$ cat src/rtl/param_fifo_if.sv
// Handshake bundle between a producer/consumer pair and param_fifo.
// PARAM_FIFO_ERR_FLAGS_EN adds the sticky overflow/underflow outputs.
interface param_fifo_if #(
  parameter int width_data = 288,
  parameter int depth      = 4
);
  localparam int addr_w = $clog2(depth);

  logic                  write_en;
  logic [width_data-1:0] write_dt;
  logic                  read_en;
  logic [width_data-1:0] read_dt;
  logic                  read_valid;
  logic                  full;
  logic                  empty;
  logic [addr_w:0]       count;
`ifdef PARAM_FIFO_ERR_FLAGS_EN
  logic                  overflow;
  logic                  underflow;

  modport master (
    output write_en, write_dt, read_en,
    input  read_dt, read_valid, full, empty, count, overflow, underflow
  );
  modport slave (
    input  write_en, write_dt, read_en,
    output read_dt, read_valid, full, empty, count, overflow, underflow
  );
`else
  modport master (
    output write_en, write_dt, read_en,
    input  read_dt, read_valid, full, empty, count
  );
  modport slave (
    input  write_en, write_dt, read_en,
    output read_dt, read_valid, full, empty, count
  );
`endif
endinterface

$ cat src/rtl/param_fifo.sv
// Single-clock FIFO with registered read port, read_valid strobe and status flags.
// Optional sticky error flags under PARAM_FIFO_ERR_FLAGS_EN.
module param_fifo #(
  parameter int width_data = 288,
  parameter int depth      = 4
) (
  input  logic        clk,
  input  logic        reset_n,
  param_fifo_if.slave bus
);
  localparam int addr_w = $clog2(depth);

  logic [addr_w:0]       wr_ptr_q, wr_ptr_d;
  logic [addr_w:0]       rd_ptr_q, rd_ptr_d;
  logic [addr_w:0]       count_q, count_d;
  logic                  full_q, full_d;
  logic                  empty_q, empty_d;
  logic [width_data-1:0] read_dt_q;
  logic                  read_valid_q;
  logic [width_data-1:0] mem_q [depth];
  logic                  rd_acc;
  logic                  wr_acc;

  // A write into a full FIFO is taken only when a read frees a slot on the same edge.
  always_comb begin
    rd_acc   = bus.read_en && !empty_q;
    wr_acc   = bus.write_en && (!full_q || rd_acc);
    wr_ptr_d = wr_ptr_q + {{addr_w{1'b0}}, wr_acc};
    rd_ptr_d = rd_ptr_q + {{addr_w{1'b0}}, rd_acc};
    count_d  = wr_ptr_d - rd_ptr_d;
    empty_d  = (wr_ptr_d == rd_ptr_d);
    full_d   = (wr_ptr_d[addr_w] != rd_ptr_d[addr_w]) &&
               (wr_ptr_d[addr_w-1:0] == rd_ptr_d[addr_w-1:0]);
  end

  always_ff @(posedge clk or negedge reset_n) begin
    if (!reset_n) begin
      wr_ptr_q     <= '0;
      rd_ptr_q     <= '0;
      count_q      <= '0;
      full_q       <= 1'b0;
      empty_q      <= 1'b1;
      read_dt_q    <= '0;
      read_valid_q <= 1'b0;
    end else begin
      wr_ptr_q     <= wr_ptr_d;
      rd_ptr_q     <= rd_ptr_d;
      count_q      <= count_d;
      full_q       <= full_d;
      empty_q      <= empty_d;
      read_valid_q <= rd_acc;
      if (rd_acc) begin
        read_dt_q <= mem_q[rd_ptr_q[addr_w-1:0]];
      end
    end
  end

  // Storage is deliberately left out of reset.
  always_ff @(posedge clk) begin
    if (wr_acc) begin
      mem_q[wr_ptr_q[addr_w-1:0]] <= bus.write_dt;
    end
  end

  assign bus.read_dt    = read_dt_q;
  assign bus.read_valid = read_valid_q;
  assign bus.full       = full_q;
  assign bus.empty      = empty_q;
  assign bus.count      = count_q;

`ifdef PARAM_FIFO_ERR_FLAGS_EN
  logic overflow_q;
  logic underflow_q;

  always_ff @(posedge clk or negedge reset_n) begin
    if (!reset_n) begin
      overflow_q  <= 1'b0;
      underflow_q <= 1'b0;
    end else begin
      overflow_q  <= overflow_q  | (bus.write_en && !wr_acc);
      underflow_q <= underflow_q | (bus.read_en && empty_q);
    end
  end

  assign bus.overflow  = overflow_q;
  assign bus.underflow = underflow_q;
`endif
endmodule
$ cat src/flat_wrapper.sv
// flat-port wrapper written by rule: the top's interface ports become plain ports
module param_fifo_flat 
#(
  parameter int width_data = 288,
  parameter int depth      = 4
)
  (clk, reset_n, bus_write_en, bus_write_dt, bus_read_en, bus_read_dt, bus_read_valid, bus_full, bus_empty, bus_count);
  param_fifo_if #(.width_data(width_data), .depth(depth)) bus_i ();
  input  logic clk;
  input  logic reset_n;
  input wire logic [$bits(bus_i.write_en)-1:0] bus_write_en;
  input wire logic [$bits(bus_i.write_dt)-1:0] bus_write_dt;
  input wire logic [$bits(bus_i.read_en)-1:0] bus_read_en;
  output wire logic [$bits(bus_i.read_dt)-1:0] bus_read_dt;
  output wire logic [$bits(bus_i.read_valid)-1:0] bus_read_valid;
  output wire logic [$bits(bus_i.full)-1:0] bus_full;
  output wire logic [$bits(bus_i.empty)-1:0] bus_empty;
  output wire logic [$bits(bus_i.count)-1:0] bus_count;
  assign bus_i.write_en = bus_write_en;
  assign bus_i.write_dt = bus_write_dt;
  assign bus_i.read_en = bus_read_en;
  assign bus_read_dt = bus_i.read_dt;
  assign bus_read_valid = bus_i.read_valid;
  assign bus_full = bus_i.full;
  assign bus_empty = bus_i.empty;
  assign bus_count = bus_i.count;
  param_fifo #(.width_data(width_data), .depth(depth)) u_core (.clk(clk), .reset_n(reset_n), .bus(bus_i));
endmodule
$ cat config.mk
export PLATFORM = sky130hd
export DESIGN_NAME = param_fifo_flat
export DESIGN_NICKNAME = d
export VERILOG_FILES = /design/src/rtl/param_fifo_if.sv /design/src/rtl/param_fifo.sv /design/src/flat_wrapper.sv
export SDC_FILE = /design/constraint.sdc
export NUM_CORES = 1
export LEC_CHECK = 0
export CAP_MARGIN = 20
export CORE_UTILIZATION = 46
export CTS_CLUSTER_DIAMETER = 50
export DETAILED_ROUTE_END_ITERATION = 6
export HOLD_SLACK_MARGIN = 0.1
export PLACE_DENSITY_LB_ADDON = 0.12
export SLEW_MARGIN = 20
export SYNTH_ARGS = -nofsm -noshare
export SYNTH_HDL_FRONTEND = slang
export SYNTH_SLANG_ARGS = --single-unit
export TNS_END_PERCENT = 30
$ cat constraint.sdc
create_clock -name clk -period 32.3 [get_ports clk]
set_clock_uncertainty 0.2 [all_clocks]
set_input_delay 9.69 -clock clk [delete_from_list [all_inputs] [get_ports clk]]
set_output_delay 9.69 -clock clk [all_outputs]
set_load 0.03 [all_outputs]
# ---- Yosys cells after proc, flatten, opt, wreduce, memory -nomap -nowiden
# Memories as Yosys holds them, arrays and structs flattened. A register that Yosys moved wholly into a read port is not among the register bits.
# Cells that the tools add are included.
dict set report totals {
  reg_bits 12
  word_cells 22
  output_inout_bits 294
  ramBits 1152
  memories 1
  input_bits 292
}
# memory depth word_bits rd rd_ports_with_merged_regs write_ports line_no
set mem_list {}
lappend mem_list {u_core.mem_q 4 288 1 1 1 param_fifo.sv:20} ;# logic [width_data-1:0] mem_q [depth];
dict set report op_classes {
  add_sub_neg 3
  reduce_logical 7
  n_eq_ne 3
  muxes 2
}
# operator count
set op_table {}
lappend op_table {{3-bit by 1-bit adder with 3-bit output} 2}
lappend op_table {{3-bit == test} 1}
lappend op_table {{1-bit logical AND} 3}
lappend op_table {{1-bit logical NOT} 3}
lappend op_table {{3-bit subtractor} 1}
lappend op_table {{2-bit == test} 1}
lappend op_table {{1-bit 2-to-1 mux} 2}
lappend op_table {{1-bit logical OR} 1}
lappend op_table {{1-bit != test} 1}

# ---- Longest topological paths before layout
dict set report depth {
  word_depth 7
  ltp_mapped 11
  ltp_nobuf 10
}

# ---- Worst setup path after synthesis
# Ideal clock, no wire load.
dict set report synth_path {
  path_kind {input-to-reg}
  startpoint {input port bus_read_en}
  endpoint {memory u_core.mem_q[1][0], enable pin}
  setup_slack_ps -186
  required_time_ps 30751
  path_buffers 1
  setup_time_ps 1349
  t_arrival_ps 30937
  cell_stages 5
  cell_sequence {nand2b_1 buf_2 inv_2 o21ai_0 nor3b_1}
}
dict set report synth_via {
  elab_chain_cells 5
}
# item line_no
set synth_rtl {}
lappend synth_rtl {{start: declaration} flat_wrapper.sv:13} ;# input wire logic [$bits(bus_i.read_en)-1:0] bus_read_en;
lappend synth_rtl {{1-bit logical AND} param_fifo.sv:26} ;# rd_acc = bus.read_en && !empty_q;
lappend synth_rtl {{1-bit logical OR} param_fifo.sv:27} ;# wr_acc = bus.write_en && (!full_q || rd_acc);
lappend synth_rtl {{1-bit logical AND} param_fifo.sv:27}
lappend synth_rtl {{1-bit 2-to-1 mux} param_fifo.sv:60} ;# if (wr_acc) begin
lappend synth_rtl {{1-bit 2-to-1 mux (implied by the code)} param_fifo.sv:61} ;# mem_q[wr_ptr_q[addr_w-1:0]] <= bus.write_dt;
lappend synth_rtl {{end: declaration} param_fifo.sv:20}
# No other way between the ends.

# ---- Worst setup path after layout
dict set report layout_path {
  startpoint {input port bus_read_en}
  endpoint {memory u_core.mem_q[1][48], enable pin}
}
# The elaborated chain is that of the path after synthesis.

==> summary.md <==
| Metric | Value |
|---|---|
| Max-slew violation count | 0 |
| Largest family of logic cells by synthesized area | multiplexers |
| PwrDens | around 99 nW/um2 |
| I/O Pins | 586 |
| Dpl ws | 17.43 ns |
| Mux cell area share after synthesis | about an eighth |
| Syn_nets | about 3100 |
| Hold path cells | 2 |
| Compound-Gate Fraction of Synth Area | 0.00948% |
| Worst-path fanout max | a little over 100 |
| Cell Area, Synth | 52800 um2 |
| CP Class | in -> reg |
| Starting Density | between 40 and 50% |
| Most used cell, CP | buf_4 |
| CP peak stage delay | between 0.8 and 0.9 ns |
| Reg2reg start | u_core.bus.empty$_DFF_PN1_ |
| Die Ht | around 340 um |
| Final hold vios | 0 |
| Fin crit share | between 40% and 50% |
| Worst Setup EP | u_core.mem_q[1][48]$_DFFE_PP_ |
| Worst-skew pair later-pin latency | ~0.75 ns |
| H-Tree Depth | 4 |
| Final WS setup | 18.39 ns |
| CTS tree | built |
| Root Buffer | clkbuf_16 |
| # Post-CTS Setup Buffers | 0 |
| Total CTS buffers | about 160 |
| Synth unique cells | 22 |
| Final wirelength | ~120000 um |
| Clock tree buffer depth | 3 |
| Peak supply drop | slightly above 80 uV |
| RSZ-0062 raised after global routing | false |
| DR WL/cell | between 20 and 25 um |
| Slew headroom | a little over a quarter |
| Detailed Place HPWL | slightly above 70000 um |
| Vias in the first global route | ~28000 |
| Cells after Synth | approximately 2800 |
| Final setup vio count | 0 |
| Filler Cell Count | 8527 |
| Detailed Route Iter0 Violations | 1834 |
| DRT Pass-1 Iters | 5 |
| Worst Hold Margin | roughly 0.27 ns |
| Antenna Nets Post-Route | 0 |
| Synth Area in Simple Gates | roughly 6.2% |
| Syn avg cell area | between 15 and 20 um2 |
| # Max-Cap Violations | 0 |
| Synth Area in XOR/XNOR | less than 1% |
| Post_cts resized | 0 |
| Die area | 116000 um2 |
| Row count | approximately 120 |
| Synth warn | 0 |
| Remaining DRCs | 0 |
| Vias per inst | between 5 and 6 |
| First-pass GRT wire length | 180000 um |
| Crit path launch type | input pin |
| Slew @ Worst Pin | between 1 and 1.5 ns |
| Min cycle time layout | around 14 ns |
| Peak Freq | approximately 0.072 GHz |
| Adder-Cell Fraction of Synth Area | less than 1% |
| HP Class | reg -> reg |
| Share of post-route cells with drive strength above 1 | 16.1% |
| Register area share after synthesis | 79.8% |
| Gr ovfl total | 0 |
| FF-to-FF path depth | 7 |
| Initial antenna violation count | 28 |
| Launch point of the worst path | bus_read_en |
| Clock transition at path regs | around 0.060 ns |
| Core box area | between 100000 and 150000 um2 |
| Layout area overhead | 24.2% |
| Critical path data required time | approximately 32 ns |
| Yosys reg bits | ~1500 |
| Critical Path Sink Type | flip-flop |
| Outcome | finished, final reports clean |
| Largest net degree at the start of global routing | between 100 and 150 |
| Leak Pwr | 23.8 nW |
| RePlAce Congestion | between 0.7 and 0.8 |
| Critical Path AT | 14.05 ns |
| Via count | approximately 27000 |
| Total track usage | between 20% and 30% |
| Reg-to-Reg End | u_core.mem_q[1][48]$_DFFE_PP_ |
| CTS Sinks | 1452 |
| Slowest cell on crit path | buf_4 |
| R2R Setup Slk | ~27 ns |
| Fin nets | 3710 |
| Die X | 341 um |
| Crit-path cells | clkdlybuf4s50_1 > nand2b_4 > inv_8 > o21ai_0 > nor3b_4 > buf_4 > buf_12 > buf_4 |
| Input/output buffers | 585 |
| Post-CTS Hold Buffers | 0 |
layout by cell type (no fill, tap or decap), types with 10 or more instances in the layout:
master           instances
buf_4                   29
bufinv_16               18
clkbuf_1                42
clkbuf_16              162
clkbuf_8                22
clkdlybuf4s50_1        584
clkinv_1                13
clkinv_2                16
dfrtp_1                297
diode_2                 11
edfxtp_1              1152
inv_6                   10
mux4_2                 288
nand2_1                865
Yosys cell counts, drive strengths merged:
library cell	n	area [um2]
inv	7	26.3
nand2b	1	6.26
fa	1	20.0
buf	94	621
ha	6	75.1
clkbuf	34	128
and3	1	6.26
nor2	1	3.75
edfxtp	1152	34600
o21ai	1	5.00
xnor2	1	8.76
nor3	1	5.00
dfstp	1	26.3
dfrtp	299	7480
xor2	3	26.3
mux4	288	6490
nor2b	1	6.26
nor3b	2	15.0
nand2	865	3250
flip-flops by register name, summed over array words and instances (netlist names):
signal                 cells
u_core.bus.count           3
u_core.bus.empty           1
u_core.bus.full            1
u_core.bus.read_dt       288
u_core.bus.read_valid      1
u_core.mem_q            1152
u_core.rd_ptr_q            3
u_core.wr_ptr_q            3
how the worst min path moves through the flow:
stage / end / slack (ns) / start
global placement: u_core.bus.read_dt[195]$_DFFE_PN0P_ / 0.26 / u_core.bus.read_dt[195]$_DFFE_PN0P_
floorplan: u_core.rd_ptr_q[2]$_DFF_PN0_ / 0.25 / u_core.rd_ptr_q[2]$_DFF_PN0_
CTS: u_core.bus.read_dt[196]$_DFFE_PN0P_ / 0.28 / u_core.bus.read_dt[196]$_DFFE_PN0P_
detailed placement: u_core.bus.read_dt[196]$_DFFE_PN0P_ / 0.26 / u_core.bus.read_dt[196]$_DFFE_PN0P_
finish: u_core.bus.read_dt[195]$_DFFE_PN0P_ / 0.27 / u_core.bus.read_dt[195]$_DFFE_PN0P_
global route: u_core.rd_ptr_q[2]$_DFF_PN0_ / 0.28 / u_core.rd_ptr_q[2]$_DFF_PN0_
stage by stage:
| step | instance area, um2 | TNS, ns | util, % | total power, mW | instances |
|---|---|---|---|---|---|
| after floorplan | 52800 | -41.43 | - | 4.11 | 2759 |
| after global placement | 60200 | 0 | 53.2 | 4.70 | 4752 |
| after detailed placement | 60200 | 0 | 53.2 | 4.73 | 4752 |
| after CTS | 65500 | 0 | 57.9 | 6.57 | 5045 |
| after global routing | 65600 | 0 | 58.0 | 6.77 | 5055 |
| final | 65600 | 0 | 58.0 | 6.48 | 5056 |
logic make-up after synthesis:
| family | count (synthesis) |
|---|---|
| simple gates | 872 |
| flops | 1452 |
| mux | 288 |
| xor+xnor | 4 |
| buf+inv | 135 |
| fa+ha+maj | 7 |
| compound gates | 1 |
per-layer routing:
metal  vias up  wire, um  GRT usage (%)
li1      11700         -              -
met1     14000     48900           27.7
met2       724     60400           34.3
met3       222      7700           4.99
met4        34      3140           7.11
met5         -       211              0
final cells by class:
| cell class | count | area (um2) | share of cell area (%) |
|---|---|---|---|
| Timing Repair Buffer | 621 | 6220 | 9.48 |
| Clock inverter | 67 | 846 | 1.29 |
| Inverter | 7 | 33.8 | 0.0515 |
| Sequential cell | 1452 | 42100 | 64.2 |
| Tap cell | 1500 | 1880 | 2.86 |
| Clock buffer | 226 | 4510 | 6.88 |
| Antenna cell | 11 | 27.5 | 0.0420 |
| Multi-Input combinational cell | 1172 | 9940 | 15.2 |
report_power, final:
part / leakage [nW] / internal, mW / switching [mW]
Combinational: 6.93 / 0.814 / 1.12
Sequential: 14.2 / 2.52 / 0.197
Clock: 2.60 / 1.12 / 0.712
worst max-delay path, delay by kind of cell:
family,cells,cell delay [ns]
buf+inv,5,3.07
compound gates,1,0.42
simple gates,2,0.60
Power figures use the tool's default switching activity.
